## config.mk

```make
export PLATFORM = sky130hd
export DESIGN_NAME = hm10_status_tx_flat
export DESIGN_NICKNAME = d
export VERILOG_FILES = /design/src/rtl/hm10_status_tx_pkg.sv /design/src/rtl/hm10_status_tx_if.sv /design/src/rtl/hm10_status_tx_uart_tx_byte.sv /design/src/rtl/hm10_status_tx.sv /design/src/flat_wrapper.sv
export SDC_FILE = /design/constraint.sdc
export NUM_CORES = 1
export LEC_CHECK = 0
export BUFFER_PORTS_ARGS = -buffer_cell sky130_fd_sc_hd__buf_2
export CAP_MARGIN = 20
export CORE_MARGIN = 10
export CORE_UTILIZATION = 65
export DETAILED_ROUTE_END_ITERATION = 8
export PLACE_DENSITY = 0.93
export SYNTH_ARGS = -nofsm -noshare
export SYNTH_HDL_FRONTEND = slang
export SYNTH_SLANG_ARGS = --single-unit
```

## constraint.sdc

```tcl
create_clock -name CLK -period 3.74 [get_ports CLK]
set_input_delay 0.935 -clock CLK [delete_from_list [all_inputs] [get_ports CLK]]
set_output_delay 0.935 -clock CLK [all_outputs]
set_load 0.01 [all_outputs]
```

## src/rtl/hm10_status_tx_pkg.sv

```systemverilog
// Shared ASCII constants, frame length, FSM encodings and the frame byte mux
// for the HM-10 status transmitter.
package hm10_status_tx_pkg;

  localparam logic [7:0] CHAR_A     = 8'h41;
  localparam logic [7:0] CHAR_B     = 8'h42;
  localparam logic [7:0] CHAR_DASH  = 8'h2D;
  localparam logic [7:0] CHAR_ZERO  = 8'h30;
  localparam logic [7:0] CHAR_QMARK = 8'h3F;
  localparam logic [7:0] CHAR_CR    = 8'h0D;
  localparam logic [7:0] CHAR_LF    = 8'h0A;

  localparam int FRAME_LEN = 6;

  typedef enum logic [1:0] {B_IDLE, B_START, B_DATA, B_STOP} b_state_t;
  typedef enum logic [1:0] {F_IDLE, F_SEND, F_DONE} f_state_t;

  function automatic logic [7:0] frame_byte(input logic [2:0] idx,
                                            input logic       mode,
                                            input logic [2:0] pos);
    logic [7:0] b;
    case (idx)
      3'd0:       b = mode ? CHAR_B : CHAR_A;
      3'd1, 3'd2: b = CHAR_DASH;
      3'd3:       b = (pos >= 3'd1 && pos <= 3'd5) ? CHAR_ZERO + {5'd0, pos} : CHAR_QMARK;
      3'd4:       b = CHAR_CR;
      default:    b = CHAR_LF;
    endcase
    return b;
  endfunction

endpackage

```

## src/rtl/hm10_status_tx_if.sv

```systemverilog
// Status/serial bundle between the system top level and the HM-10 status
// transmitter: inputs to report, serial line and frame progress.
interface hm10_status_tx_if;
  logic       sel_modo;
  logic [2:0] posi;
  logic       send_req;
  logic       tx;
  logic       busy;
  logic       frame_done;

  modport master (output sel_modo, posi, send_req, input tx, busy, frame_done);
  modport slave  (input sel_modo, posi, send_req, output tx, busy, frame_done);
endinterface

```

## src/rtl/hm10_status_tx_uart_tx_byte.sv

```systemverilog
// 8N1 byte serializer: start bit, 8 data bits LSB first, stop bit, each held
// CLKS_PER_BIT cycles; byte_done fires in the last stop-bit cycle.
//
// state   | meaning
// B_IDLE  | line high, waiting for start strobe
// B_START | driving start bit (0)
// B_DATA  | driving data bit bit_idx
// B_STOP  | driving stop bit (1)
module uart_tx_byte
  import hm10_status_tx_pkg::*;
#(
  parameter int CLKS_PER_BIT = 5208
) (
  input  logic       CLK,
  input  logic       RESET,
  input  logic       start,
  input  logic [7:0] data,
  output logic       tx,
  output logic       busy,
  output logic       byte_done
);

  localparam int            CW   = $clog2(CLKS_PER_BIT + 1);
  localparam logic [CW-1:0] LOAD = CW'(CLKS_PER_BIT - 1);

  b_state_t      state, state_nxt;
  logic [CW-1:0] cnt;
  logic [2:0]    bit_idx;
  logic [7:0]    shreg;
  logic          tx_q;
  logic          tc;

  assign tc = (cnt == '0);

  always_ff @(posedge CLK) begin
    if (!RESET) state <= B_IDLE;
    else        state <= state_nxt;
  end

  always_comb begin
    state_nxt = state;
    case (state)
      B_IDLE:  if (start) state_nxt = B_START;
      B_START: if (tc) state_nxt = B_DATA;
      B_DATA:  if (tc && bit_idx == 3'd7) state_nxt = B_STOP;
      B_STOP:  if (tc) state_nxt = B_IDLE;
      default: state_nxt = B_IDLE;
    endcase
  end

  always_comb begin
    busy      = (state != B_IDLE);
    byte_done = (state == B_STOP) && tc;
  end

  // tx is registered so the line changes exactly on bit boundaries
  always_ff @(posedge CLK) begin
    if (!RESET) begin
      cnt     <= '0;
      bit_idx <= '0;
      shreg   <= '0;
      tx_q    <= 1'b1;
    end else begin
      case (state)
        B_IDLE: begin
          if (start) begin
            shreg   <= data;
            cnt     <= LOAD;
            bit_idx <= '0;
            tx_q    <= 1'b0;
          end
        end
        B_START: begin
          if (tc) begin
            cnt   <= LOAD;
            tx_q  <= shreg[0];
            shreg <= {1'b0, shreg[7:1]};
          end else begin
            cnt <= cnt - CW'(1);
          end
        end
        B_DATA: begin
          if (tc) begin
            cnt     <= LOAD;
            bit_idx <= bit_idx + 3'd1;
            if (bit_idx == 3'd7) begin
              tx_q <= 1'b1;
            end else begin
              tx_q  <= shreg[0];
              shreg <= {1'b0, shreg[7:1]};
            end
          end else begin
            cnt <= cnt - CW'(1);
          end
        end
        B_STOP: begin
          if (!tc) cnt <= cnt - CW'(1);
        end
        default: ;
      endcase
    end
  end

  assign tx = tx_q;

endmodule

```

## src/rtl/hm10_status_tx.sv

```systemverilog
// HM-10 status reporter: sends "<A|B>--<pos>\r\n" on mode/position change,
// after reset and on request. Define PERIODIC_REPORT_EN for a REPORT_MS report.
//
// state  | meaning
// F_IDLE | waiting for change, invalid snapshot or pending request
// F_SEND | serializing byte k of the frame
// F_DONE | frame_done pulse, back to idle
module hm10_status_tx
  import hm10_status_tx_pkg::*;
#(
  parameter int CLK_HZ    = 50000000,
  parameter int BAUD      = 9600,
  parameter int REPORT_MS = 1000
) (
  input logic             CLK,
  input logic             RESET,
  hm10_status_tx_if.slave status
);

  localparam int CLKS_PER_BIT = CLK_HZ / BAUD;

  f_state_t   f_state, f_state_nxt;
  logic [2:0] k;
  logic       snap_mode;
  logic [2:0] snap_pos;
  logic       snap_valid;
  logic       pending;
  logic       changed;
  logic       trig;
  logic       frame_start;
  logic       tick;
  logic       byte_start;
  logic       byte_busy;
  logic       byte_done;
  logic [7:0] byte_data;
  logic       tx_line;
  logic       busy;
  logic       frame_done;

  assign changed     = ({status.sel_modo, status.posi} != {snap_mode, snap_pos});
  assign trig        = changed || !snap_valid || pending || status.send_req;
  assign frame_start = (f_state == F_IDLE) && trig;

  always_ff @(posedge CLK) begin
    if (!RESET) f_state <= F_IDLE;
    else        f_state <= f_state_nxt;
  end

  always_comb begin
    f_state_nxt = f_state;
    case (f_state)
      F_IDLE:  if (trig) f_state_nxt = F_SEND;
      F_SEND:  if (byte_done && k == 3'(FRAME_LEN - 1)) f_state_nxt = F_DONE;
      F_DONE:  f_state_nxt = F_IDLE;
      default: f_state_nxt = F_IDLE;
    endcase
  end

  // a new byte is issued the cycle after the previous one returns to idle
  always_comb begin
    byte_start = (f_state == F_SEND) && !byte_busy;
    busy       = (f_state != F_IDLE);
    frame_done = (f_state == F_DONE);
  end

  always_ff @(posedge CLK) begin
    if (!RESET) begin
      k          <= '0;
      snap_mode  <= 1'b0;
      snap_pos   <= '0;
      snap_valid <= 1'b0;
      pending    <= 1'b0;
    end else begin
      if (frame_start) begin
        k          <= '0;
        snap_mode  <= status.sel_modo;
        snap_pos   <= status.posi;
        snap_valid <= 1'b1;
      end else if (f_state == F_SEND && byte_done) begin
        k <= k + 3'd1;
      end
      // requests arriving during a frame collapse into one follow-up frame
      if (frame_start)                 pending <= 1'b0;
      else if (status.send_req || tick) pending <= 1'b1;
    end
  end

`ifdef PERIODIC_REPORT_EN
  localparam int            CLKS_PER_MS = CLK_HZ / 1000;
  localparam int            PW          = $clog2(CLKS_PER_MS + 1);
  localparam int            MW          = $clog2(REPORT_MS + 1);
  localparam logic [PW-1:0] PRE_LOAD    = PW'(CLKS_PER_MS - 1);
  localparam logic [MW-1:0] MS_LOAD     = MW'(REPORT_MS - 1);

  logic [PW-1:0] pre_cnt;
  logic [MW-1:0] ms_cnt;

  // restarting on every frame lets change-driven frames postpone the report
  always_ff @(posedge CLK) begin
    if (!RESET) begin
      pre_cnt <= '0;
      ms_cnt  <= '0;
    end else if (frame_start) begin
      pre_cnt <= PRE_LOAD;
      ms_cnt  <= MS_LOAD;
    end else if (pre_cnt != '0) begin
      pre_cnt <= pre_cnt - PW'(1);
    end else begin
      pre_cnt <= PRE_LOAD;
      ms_cnt  <= (ms_cnt == '0) ? MS_LOAD : ms_cnt - MW'(1);
    end
  end

  assign tick = (pre_cnt == '0) && (ms_cnt == '0);
`else
  logic unused_report_ms;
  assign unused_report_ms = ^32'(REPORT_MS);
  assign tick             = 1'b0;
`endif

  assign byte_data = frame_byte(k, snap_mode, snap_pos);

  uart_tx_byte #(
    .CLKS_PER_BIT(CLKS_PER_BIT)
  ) u_byte (
    .CLK       (CLK),
    .RESET     (RESET),
    .start     (byte_start),
    .data      (byte_data),
    .tx        (tx_line),
    .busy      (byte_busy),
    .byte_done (byte_done)
  );

  assign status.tx         = tx_line;
  assign status.busy       = busy;
  assign status.frame_done = frame_done;

endmodule

```

## src/flat_wrapper.sv

```systemverilog
// flat-port wrapper written by rule: the top's interface ports become plain ports
module hm10_status_tx_flat import hm10_status_tx_pkg::*;
#(
  parameter int CLK_HZ    = 50000000,
  parameter int BAUD      = 9600,
  parameter int REPORT_MS = 1000
)
  (CLK, RESET, status_sel_modo, status_posi, status_send_req, status_tx, status_busy, status_frame_done);
  hm10_status_tx_if status_i ();
  input logic CLK;
  input logic RESET;
  input wire logic [$bits(status_i.sel_modo)-1:0] status_sel_modo;
  input wire logic [$bits(status_i.posi)-1:0] status_posi;
  input wire logic [$bits(status_i.send_req)-1:0] status_send_req;
  output wire logic [$bits(status_i.tx)-1:0] status_tx;
  output wire logic [$bits(status_i.busy)-1:0] status_busy;
  output wire logic [$bits(status_i.frame_done)-1:0] status_frame_done;
  assign status_i.sel_modo = status_sel_modo;
  assign status_i.posi = status_posi;
  assign status_i.send_req = status_send_req;
  assign status_tx = status_i.tx;
  assign status_busy = status_i.busy;
  assign status_frame_done = status_i.frame_done;
  hm10_status_tx #(.CLK_HZ(CLK_HZ), .BAUD(BAUD), .REPORT_MS(REPORT_MS)) u_core (.CLK(CLK), .RESET(RESET), .status(status_i));
endmodule
```

**Word level (Yosys, flattened, before mapping)**

Index checks and enable logic that the tools add are counted.

- Add/subtract/negate cells: 4
- Multipliers: 0
- Divide/modulo/power cells: 0
- Magnitude comparators: 2
- Eq/ne operators: 21
- Shift operators: 0
- Multiplexer cells: 28
- Bitwise gates (word level): 1
- Reduce and logical (&&, ||, !) cells: 29

Operators with widths:

| cell | number |
|---|---|
| 8-bit 2-to-1 mux | 5 |
| 13-bit 2-to-1 mux | 3 |
| 13-bit one-hot mux with 3 select lines | 1 |
| 8-bit one-hot mux with 4 select lines | 1 |
| 8-bit one-hot mux with 3 select lines | 1 |
| 2-bit 2-to-1 mux | 7 |
| 13-bit logical NOT | 1 |
| 13-bit by 1-bit subtractor with 13-bit output (second input constant) | 1 |
| 2-bit != test (second input constant) | 6 |
| 3-bit equality test (second input constant) | 3 |
| 2-bit one-hot mux with 4 select lines | 1 |
| 4-bit AND reduction | 2 |
| 6-bit by 3-bit adder with 7-bit output (first input constant) | 1 |
| 1-bit logical AND | 7 |
| 3-bit by 1-bit adder with 3-bit output (second input constant) | 2 |
| 2-bit equality test (second input constant) | 3 |
| 3-bit by 2-bit equality test with 1-bit output (second input constant) | 2 |
| 3-bit 2-to-1 mux | 2 |
| 2-bit by 1-bit != test with 1-bit output (second input constant) | 3 |
| 3-bit one-hot mux with 2 select lines | 1 |
| 2-bit nonzero test | 3 |
| 2-bit OR reduction | 3 |
| 5-bit AND reduction | 1 |
| 2-bit by 1-bit equality test with 1-bit output (second input constant) | 2 |
| other kinds (15) | 23 |

- Flip-flop bits (word level): 38
- Bits in latches: 0
- RAM bits: 0
- ROM bits: 0
- Bits of input ports: 7
- Logic and storage cells: 96
- Memories: 0

**Depth between registers and ports, before layout**

Gate-level depths: netlist (run 1).

- Depth in word-level cells: 6
- Depth in mapped cells: 8
- Mapped depth without buffers: 6

**Cells and area by module**

From an unflattened synthesis (run 1), not the netlist that was laid out.

- Cells, all modules: 284
- Area total of the unflattened synthesis: 2,462.4 um^2

Modules (own cells, without submodules):

| module | instances | cells an instance | area each (um^2) | sequential area each (um^2) |
|---|---|---|---|---|
| uart_tx_byte | 1 | 198 | 1,752.9 | 540.5 |
| hm10_status_tx | 1 | 86 | 709.4 | 220.2 |

**Worst setup path after synthesis (run 1)**

No wires, ideal clock.

- Kind: reg2reg
- From: reg u_core.u_byte.cnt[0]
- To: reg u_core.u_byte.cnt[0]
- Library setup time: 0.119 ns
- Arrival time: 1.762 ns
- Data required time: 3.621 ns
- Setup slack: 1.859 ns
- Cell stages (with the launch flop): 8
- Path buffers: 1
- Clock period less this slack: 1.881 ns
- Cells stage by stage: dfxtp_1 -> inv_1 -> ha_1 -> nor3b_4 -> and4_1 -> buf_2 -> a2111o_1 -> o221a_2

- Word-level cells in the longest chain between the ends: 3
- Elaborated cells on any way between the ends: 7

RTL lines:

| item | line | source |
|---|---|---|
| from (decl) | hm10_status_tx_uart_tx_byte.sv:27 | `logic [CW-1:0] cnt;` |
| from (signal assigned) | hm10_status_tx_uart_tx_byte.sv:79 | `cnt <= cnt - CW'(1);` |
| from (signal assigned) | hm10_status_tx_uart_tx_byte.sv:93 | `cnt <= cnt - CW'(1);` |
| from (signal assigned) | hm10_status_tx_uart_tx_byte.sv:97 | `if (!tc) cnt <= cnt - CW'(1);` |
| 13-bit by 1-bit subtractor with 13-bit output / 13-bit logical NOT (equally long branches) | -- |  |
| 13-bit 2-to-1 mux, or another cell as far along | hm10_status_tx_uart_tx_byte.sv:97 |  |
| 13-bit one-hot mux with 3 select lines / 2-bit AND reduction (equally long branches) | -- |  |

Several ways; a longest one is shown, not always the timed one. The select of a mux whose other input is x is not followed.
A chain may end at the register's enable or synchronous reset.

**Final worst setup path (run 1)**

- From: reg u_core.u_byte.cnt[4]
- To: reg u_core.u_byte.cnt[0]

- Word-level cells in the longest chain between the ends: 3
- Elaborated cells on any way between the ends: 5

RTL lines:

| item | line | source |
|---|---|---|
| 13-bit logical NOT (*) | hm10_status_tx_uart_tx_byte.sv:33 | `assign tc = (cnt == '0);` |
| 13-bit 2-to-1 mux / 2-bit != test (equally long branches) | -- |  |
| 13-bit one-hot mux with 3 select lines / 2-bit AND reduction (equally long branches) | -- |  |

Every way passes the cells marked *; elsewhere a longest branch is shown, timed or not.

==> impl_metrics.toml, run 1 <==
[sta]
worst_slew_pin_slew_ps = 957.7
max_slew_margin_pct = 35.92
timing.final.max_slew_violations = 0
report.final.hold_viol_count = 0
final_tns_setup_ps = 0
setup_violating_endpoint_count_in_the_final_report = 0
max_freq_mhz = 427.4
rsz_0062_raised_after_global_routing = "no"
skew_ps = 10.85
timing.final.crit_share_pct = 62.55
period_minus_slack_ps = 2340

[routing]
post-route-drc-count = 0
detail-route-antenna-nets = 0
wirelength_um = 5028
dr.pass1.iters = 4
drt-wirelength-per-cell_um = 15.86
drt-vias-per-instance = 6.454
detailroute.via_count = 2046
detailedRoute.firstIterationViolations = 214

[synthesis]
synth.top_cells.by_count = "dfxtp_1 (37), nand2_1 (22), nor2_1 (18)"
synth_flop_cell = "dfxtp_1"
post_synth_inst_count = 268
synth-edff-count = 0
synth.net_count = 289
ys_seq_area_share_pct = 32.03
synth.ff_latch_count = 37
synth_async_sr_flop_share_pct = 0
syn-cell-area_sq_um = 2312
synth_area_leader_cell = "dfxtp_1"
ys_top_cells_by_area = "dfxtp_1 (32%), ha_1 (7.6%), nand2_1 (3.6%), a21oi_1 (3.2%), o21ai_0 (3.2%)"
synth_cell_type_count = 60
post_synth.cell_area_avg_sq_um = 8.628
synth_top_cell_area_share_pct = 32.03
synth.most_common_cell = "dfxtp_1"
yosysWarningCount = 0

[placement]
placed_cells = 309
detailed_place.area_sq_um = 2341
gpl.final_weighted_congestion = 0.8874
detailedPlacementHpwl_um = 3632
io_buffers = 9

[grt]
antenna_found_initial = 0
grt_start_max_net_pins = 29
grt_pass1_wl_um = 8687
overflow = 0
grt_usage_pct = 16.76
grt_pass1_vias = 1901

[setup_path]
worstSetupStartpointType = "flip-flop"
arrival_ps = 2580
crit_required_ps = 3980
endpoint_kind = "flip-flop"
critical_path_class = "reg2reg"
crit_path_max_fanout = 22

[cts]
htree_num_levels = 2
cts_root_buffer = "clkbuf_4"
post_cts.resized_instances = 0
clk_pin_slew_ps = 110
clock_sink_count = 37
cts_tree = "built"
tritoncts.num_buffers = 5
ctsLongestPathBuffers = 2
ctsHoldBuffers = 0
cts.repair_timing.setup_buffer_count = 0
worst_skew_pair_latency_ps = 350

[floorplanning]
num_rows = 21
floorplan.initialDensity_pct = 68.22
boundaryPins = 10
die_h_um = 79.64
die_x_um = 79.64
coreArea_sq_um = 3390
die_area_sq_um = 6343

[layout]
diodes = 0
design.final.nets = 291
final-instance-count-excl-fill = 317
finalInstanceArea_sq_um = 2390
syn_to_final_growth_pct = 3.355
final_layout_size_suffix_gt1_share_pct = 10.70

[run]
drv_cap = 0

[pwr]
irDropWorstVdd_mv = 0.4495
cell_pwr_density_nw_per_um2 = 773.1
power.static_leakage_nw = 0.9260

[worst_hold_path]
holdCritPathClass = "reg2reg"

[status]
run_status = "complete, no violations"
final cells by class:
class,instances,area (sq um)
Timing Repair Buffer,9,45.04
Tap cell,46,57.56
Sequential cell,37,740.7
Fill cell,258,999.7
Inverter,16,60.06
Multi-Input combinational cell,201,1438
Clock buffer,8,48.80
layer usage:
layer / vias up / part of all wire, % / track usage (%)
li1: 1015 / - / -
met1: 949 / 45 / 20.46
met2: 68 / 47 / 26.29
met3: 14 / 5.7 / 4.842
met4: 0 / 2.1 / 8.065
met5: - / 0 / 0
final timing paths:
check / endpoint / cells past startpoint / from / slack [ps]
worst max-delay path: u_core.u_byte.cnt[0]$_SDFFE_PN0P_ / 4 / u_core.u_byte.cnt[4]$_SDFFE_PN0P_ / 1400
worst min-delay path: u_core.u_byte.tx$_SDFFE_PN1P_ / 1 / u_core.u_byte.tx$_SDFFE_PN1P_ / 470
worst max register to register: u_core.u_byte.cnt[0]$_SDFFE_PN0P_ / 4 / u_core.u_byte.cnt[4]$_SDFFE_PN0P_ / 1400
worst min register to register: u_core.u_byte.tx$_SDFFE_PN1P_ / 1 / u_core.u_byte.tx$_SDFFE_PN1P_ / 470
cell usage in the layout (no fill, tap or decap), types with 4 or more instances in the layout:
master / instances
or4_1: 4
a21oi_1: 15
a221oi_1: 4
o311ai_0: 5
nor2b_1: 6
dfxtp_1: 37
buf_2: 9
o21ai_0: 15
nand2_1: 22
a31oi_1: 5
mux2i_1: 6
clkbuf_4: 5
or3_1: 4
a211oi_1: 6
inv_1: 16
ha_1: 14
nor3_1: 5
o31ai_1: 4
nor2_1: 18
nand3_1: 6
flip-flops by register name (all words and copies together) (netlist names):
name / count
u_core.f_state: 2
u_core.k: 3
u_core.pending: 1
u_core.snap_mode: 1
u_core.snap_pos: 3
u_core.snap_valid: 1
u_core.u_byte.bit_idx: 3
u_core.u_byte.cnt: 13
u_core.u_byte.shreg: 7
u_core.u_byte.state: 2
u_core.u_byte.tx: 1
worst max-delay path: stages (launching register included):
cell and delay, ps:
dfxtp_1 400, nor4_4 610, and4_1 790, nor2_1 120
o221a_2 300
where the power goes:
| group | leakage, nW | switching [mW] | internal [mW] | total [mW] |
|---|---|---|---|---|
| clock network | 0.0265 | 0.128 | 0.0749 | 0.203 |
| registers | 0.304 | 0.112 | 0.498 | 0.610 |
| logic | 0.595 | 0.624 | 0.410 | 1.03 |
cell families after synthesis:
kind of cell / Yosys count / synth area share (%)
multiplexers: 6 / 2.598
adder cells (fa/ha/maj): 14 / 7.576
AO/OA/AOI/OAI: 89 / 27.92
flip-flops: 37 / 32.03
buffers and inverters: 30 / 5.790
XOR/XNOR: 4 / 1.515
AND/OR/NAND/NOR: 88 / 22.56
metrics by stage:
step,util [%],hold WS [ps],worst slack (ps),power (mW)
after global placement,69.07,438.7,1537,1.587
final,70.51,466.5,1400,1.847
after CTS,70.51,471.3,1436,1.828
after floorplan,-,438.2,1859,1.434
after detailed placement,69.07,446.4,1452,1.625
after global routing,70.51,486.8,1227,2.000
(Power assumes the default switching activity.)
==> inputs of run 2 (changes only) <==
- CORE_UTILIZATION: 65 -> 61
- PLACE_DENSITY: 0.93 -> 0.89
- clock period: 3.74 -> 2.2 ns (I/O delays scaled with it)
==> impl_metrics.toml, run 2 (same netlist as run 1, synthesis figures left out) <==
[layout]
fillCellCount = 275
largest_register_ffs = 13
regMostFlops = "u_core.u_byte.cnt"
layout.cells.most_common = "dfxtp_1"
diodes = 0
reg.largest.list = "u_core.u_byte.cnt: 13 flops, u_core.u_byte.shreg: 7 flops"
final_layout_size_suffix_gt1_share_pct = 16.43
syn_to_final_growth_pct = 10.61
design.final.nets = 306
most-common-layout-cells = "dfxtp_1 (37), nand2_1 (22), nor2_1 (18)"

[setup_path]
cp_cell_sequence = "inv_1, ha_1, nor3b_4, and4_1, a2111o_1, o221a_2"
worstPathBufferInverterCount = 1
crit-reg2reg-capture = "u_core.u_byte.cnt[0]$_SDFFE_PN0P_"
arrival_ps = 2210
critical-path-top-delay-family = "compound AO/OA/AOI/OAI gates"
logic_depth_of_the_worst_register_to_register_path = 6
worstSetupStartpointType = "flip-flop"
endpoint_kind = "flip-flop"
crit_path_max_incr_delay_ps = 480
worstReg2RegStart = "u_core.u_byte.cnt[0]$_SDFFE_PN0P_"
worst-r2r-setup-slack_ps = 180
crit_required_ps = 2390
crit_path_top_delay_cell = "a2111o_1"
critical_path_class = "reg2reg"
crit_path_max_fanout = 10

[grt]
grt_usage_pct = 16.96
overflow = 0
antenna_found_initial = 0
grt_pass1_vias = 1991
grt_pass1_wl_um = 9121
grt_start_max_net_pins = 18

[floorplanning]
die_x_um = 81.57
floorplan.initialDensity_pct = 63.16
die_h_um = 81.57
coreArea_sq_um = 3661
die_area_sq_um = 6653
boundaryPins = 10
num_rows = 22

[sta]
period_minus_slack_ps = 2022
final_tns_setup_ps = 0
max_slew_margin_pct = 52.83
report.final.hold_viol_count = 0
skew_ps = 4.804
timing.final.max_slew_violations = 0
setup_violating_endpoint_count_in_the_final_report = 0
max_freq_mhz = 494.5
worst_slew_pin_slew_ps = 705.8
postLayoutSetupSlackWorst_ps = 177.8
rsz_0062_raised_after_global_routing = "no"
timing.final.crit_share_pct = 91.92

[cts]
ctsHoldBuffers = 0
htree_num_levels = 2
tritoncts.num_buffers = 5
cts_root_buffer = "clkbuf_8"
clock_sink_count = 37
post_cts.resized_instances = 0
ctsLongestPathBuffers = 2
worst_skew_pair_latency_ps = 290
cts_tree = "built"
clk_pin_slew_ps = 70
cts.repair_timing.setup_buffer_count = 0

[run]
drv_cap = 0

[placement]
detailedPlacementHpwl_um = 3904
pre_cts_slack_ps = 235.1
io_buffers = 9
gpl.final_weighted_congestion = 0.9853

[routing]
detailroute.via_count = 2173
post-route-drc-count = 0
drt-vias-per-instance = 6.506
met2RoutedLength_um = 2486
met1_length_um = 2353
drt-wirelength-per-cell_um = 15.85
dr_wl_met3_um = 406
wirelength_um = 5295
dr.pass1.iters = 5
detailedRoute.firstIterationViolations = 214
top_signal_layer_used = "met4"
detail-route-antenna-nets = 0

[pwr]
power.static_leakage_nw = 1.027
cell_pwr_density_nw_per_um2 = 1387
power_frac_seq_pct = 29.2
power.share.switching_pct = 44.76
irDropWorstVdd_mv = 0.9687
comb_power_share_pct = 55.9
switching_power_mw = 1.588
share_clk_of_total_power_pct = 14.9
internal-power_mw = 1.960

[worst_hold_path]
hold-path-endpoint = "u_core.u_byte.shreg[1]$_SDFFE_PN0P_"
holdCritPathClass = "reg2reg"
hold_path_cell_cnt = 2
holdCritStartpoint = "u_core.u_byte.shreg[1]$_SDFFE_PN0P_"

[status]
run_status = "complete, no violations"
==> run 2: worst min-delay path: stages (launching register included) <==
cell	delay (ps)
dfxtp_1	310
nand2_1	50
mux2i_1	60
==> run 2: area by class of cell <==
cell class	count	area, sq um	area share (%)
multi-input cells	201	1438	56.21
well taps	48	60.06	2.348
repair buffers	24	157.7	6.164
clock inverters	1	5.005	0.1957
flip-flops and latches	37	740.7	28.96
inverters	16	60.06	2.348
clock buffers	7	96.34	3.767
==> run 2: worst max path at each step <==
stage,startpoint,endpoint,cells after the start
6_report,u_core.u_byte.cnt[0]$_SDFFE_PN0P_,u_core.u_byte.cnt[0]$_SDFFE_PN0P_,6
5_1_grt,u_core.u_byte.state[0]$_SDFFE_PN0P_,u_core.u_byte.state[0]$_SDFFE_PN0P_,5
4_1_cts,u_core.u_byte.cnt[0]$_SDFFE_PN0P_,u_core.u_byte.cnt[0]$_SDFFE_PN0P_,6
3_5_place_dp,u_core.u_byte.cnt[0]$_SDFFE_PN0P_,u_core.u_byte.cnt[0]$_SDFFE_PN0P_,6
3_3_place_gp,u_core.u_byte.cnt[0]$_SDFFE_PN0P_,u_core.u_byte.cnt[0]$_SDFFE_PN0P_,6
2_1_floorplan,u_core.u_byte.cnt[0]$_SDFFE_PN0P_,u_core.u_byte.cnt[0]$_SDFFE_PN0P_,7
==> run 2: stage by stage <==
stage	hold slack [ps]	util, %	power, mW	std cells	instance area, sq um
floorplan	438.2	-	2.438	268	2312
global placement	443.8	67.09	2.880	326	2456
detailed placement	455.3	67.09	2.947	326	2456
CTS	471.0	69.86	3.503	334	2557
global route	480.8	69.86	3.784	334	2557
finish	468.2	69.86	3.548	334	2557
==> run 2: metal layers <==
| metal | vias to the layer above | global-route usage (%) |
|---|---|---|
| met1 | 1007 | 20.85 |
| met2 | 101 | 27.57 |
| met4 | 0 | 6.574 |
| li1 | 1053 | - |
| met5 | - | 0 |
| met3 | 12 | 4.585 |
==> run 2: power groups by stage <==
| stage | registers, mW | clock network (mW) | logic, mW |
|---|---|---|---|
| after detailed placement | 1.05 | 0 | 1.90 |
| after global placement | 1.04 | 0 | 1.84 |
| after CTS | 1.03 | 0.534 | 1.94 |
| final | 1.03 | 0.529 | 1.98 |
| after floorplan | 1.01 | 0 | 1.43 |
| after global routing | 1.06 | 0.560 | 2.16 |
==> inputs of run 3 (changes only) <==
- CORE_UTILIZATION: 61 -> 55
- PLACE_DENSITY: 0.89 -> 0.82
==> impl_metrics.toml, run 3 (same netlist as run 1, synthesis figures left out) <==
[setup_path]
crit_required_ps = 2390
crit_path_max_fanout = 10
endpoint_kind = "flip-flop"
worst-r2r-setup-slack_ps = 170
arrival_ps = 2220
critical_path_class = "reg2reg"
worstReg2RegStart = "u_core.u_byte.cnt[0]$_SDFFE_PN0P_"
worstSetupStartpointType = "flip-flop"
logic_depth_of_the_worst_register_to_register_path = 6
startpoint = "u_core.u_byte.cnt[0]$_SDFFE_PN0P_"
crit-reg2reg-capture = "u_core.u_byte.cnt[0]$_SDFFE_PN0P_"

[placement]
pre_cts_slack_ps = 193.6
detailedPlacementHpwl_um = 3897
io_buffers = 9
gpl.final_weighted_congestion = 0.8668

[layout]
final_layout_size_suffix_gt1_share_pct = 15.25
syn_to_final_growth_pct = 10.01
diodes = 0
multi_input_comb_area_sq_um = 1438
final-seq-area_sq_um = 740.7
utilization_pct = 63.14
reg.largest.list = "u_core.u_byte.cnt: 13 flops, u_core.u_byte.shreg: 7 flops"
layout.cells.most_common = "dfxtp_1"
regMostFlops = "u_core.u_byte.cnt"
most-common-layout-cells = "dfxtp_1 (37), nand2_1 (22), nor2_1 (18)"
fillCellCount = 343
largest_register_ffs = 13
design.final.nets = 302

[pwr]
internal-power_mw = 1.986
comb_power_share_pct = 53.5
share_clk_of_total_power_pct = 17.2
power.share.switching_pct = 43.79
power_frac_seq_pct = 29.3
switching_power_mw = 1.547
cell_pwr_density_nw_per_um2 = 1389
power.static_leakage_nw = 1.007
irDropWorstVdd_mv = 0.7126

[floorplanning]
die_area_sq_um = 7198
coreArea_sq_um = 4029
boundaryPins = 10
num_rows = 23
die_h_um = 84.84
floorplan.initialDensity_pct = 57.39
die_x_um = 84.84

[sta]
timing.final.crit_share_pct = 92.14
worst_slew_pin_slew_ps = 761.0
setup_violating_endpoint_count_in_the_final_report = 0
postLayoutSetupSlackWorst_ps = 173.0
hold_slack_ps = 466.4
max_slew_margin_pct = 48.73
rsz_0062_raised_after_global_routing = "no"
skew_ps = 2.764
final_tns_setup_ps = 0
max_freq_mhz = 493.3
period_minus_slack_ps = 2027
report.final.hold_viol_count = 0
timing.final.max_slew_violations = 0

[grt]
grt_pass1_wl_um = 9142
grt_usage_pct = 14.95
grt_pass1_vias = 2006
antenna_found_initial = 0
overflow = 0
grt_start_max_net_pins = 17

[routing]
drt-vias-per-instance = 6.358
wirelength_um = 5311
detailedRoute.firstIterationViolations = 181
detail-route-antenna-nets = 0
dr.pass1.iters = 4
drt-wirelength-per-cell_um = 16.00
post-route-drc-count = 0
detailroute.via_count = 2111

[cts]
worst_skew_pair_latency_ps = 300
tritoncts.num_buffers = 5
htree_num_levels = 2
clock_sink_count = 37
clk_pin_slew_ps = 80
cts_tree = "built"
ctsLongestPathBuffers = 2
cts.repair_timing.setup_buffer_count = 0
ctsHoldBuffers = 0
post_cts.resized_instances = 0
cts_root_buffer = "clkbuf_8"

[worst_hold_path]
holdCritPathClass = "reg2reg"
hold-path-endpoint = "u_core.u_byte.shreg[1]$_SDFFE_PN0P_"
holdCritStartpoint = "u_core.u_byte.shreg[1]$_SDFFE_PN0P_"
hold_path_cell_cnt = 2

[status]
run_status = "complete, no violations"

[run]
drv_cap = 0
[run 3: changes by cell type in the layout (fill, tap and decap cells not counted)]
cell / change
clkinv_4: +1
buf_4: -4
clkinv_2: -1
clkinvlp_4: +1
clkbuf_8: -2
bufinv_16: +1
[run 3: metal layers]
metal | routed length [um] | vias to the layer above | track usage [%]
li1 | - | 1040 | -
met2 | 2422 | 80 | 23.82
met1 | 2444 | 978 | 18.77
met5 | 0 | - | 0
met3 | 332 | 13 | 3.250
met4 | 111 | 0 | 6.737
[run 3: worst max path at each step]
stage | endpoint | slack (ps)
6_report | u_core.u_byte.cnt[0]$_SDFFE_PN0P_ | 170
2_1_floorplan | u_core.u_byte.cnt[0]$_SDFFE_PN0P_ | 320
4_1_cts | u_core.u_byte.cnt[0]$_SDFFE_PN0P_ | 180
5_1_grt | u_core.k[1]$_SDFFE_PP0P_ | 40
3_3_place_gp | u_core.u_byte.cnt[0]$_SDFFE_PN0P_ | 270
3_5_place_dp | u_core.u_byte.cnt[0]$_SDFFE_PN0P_ | 190
[run 3: per-stage QoR]
step	std cells	cell area, sq um	total power [mW]
after global routing	332	2544	3.824
after global placement	324	2429	2.854
after floorplan	268	2312	2.438
after CTS	332	2544	3.524
final	332	2544	3.533
after detailed placement	324	2429	2.910
[run 3: worst max-delay path, cell delays in order, from the launching register on]
cell      delay [ps]
dfxtp_1          400
inv_1             90
ha_1             210
nor3b_4          180
and4_1           320
a2111o_1         470
o221a_2          250
[run 3: layout make-up]
class                      instances  area share [%]
multi-input combinational        201           56.52
inverter                          16           2.361
sequential                        37           29.12
tap                               50           2.459
clock buffer                       5           2.705
timing repair buffer              20           5.017
clock inverter                     3           1.820
[run 3: power groups by stage]
stage / clock network [mW] / registers, mW / logic (mW)
2_1_floorplan: 0 / 1.01 / 1.43
3_3_place_gp: 0 / 1.04 / 1.81
3_5_place_dp: 0 / 1.04 / 1.87
4_1_cts: 0.618 / 1.03 / 1.87
5_1_grt: 0.643 / 1.06 / 2.12
6_report: 0.607 / 1.03 / 1.89
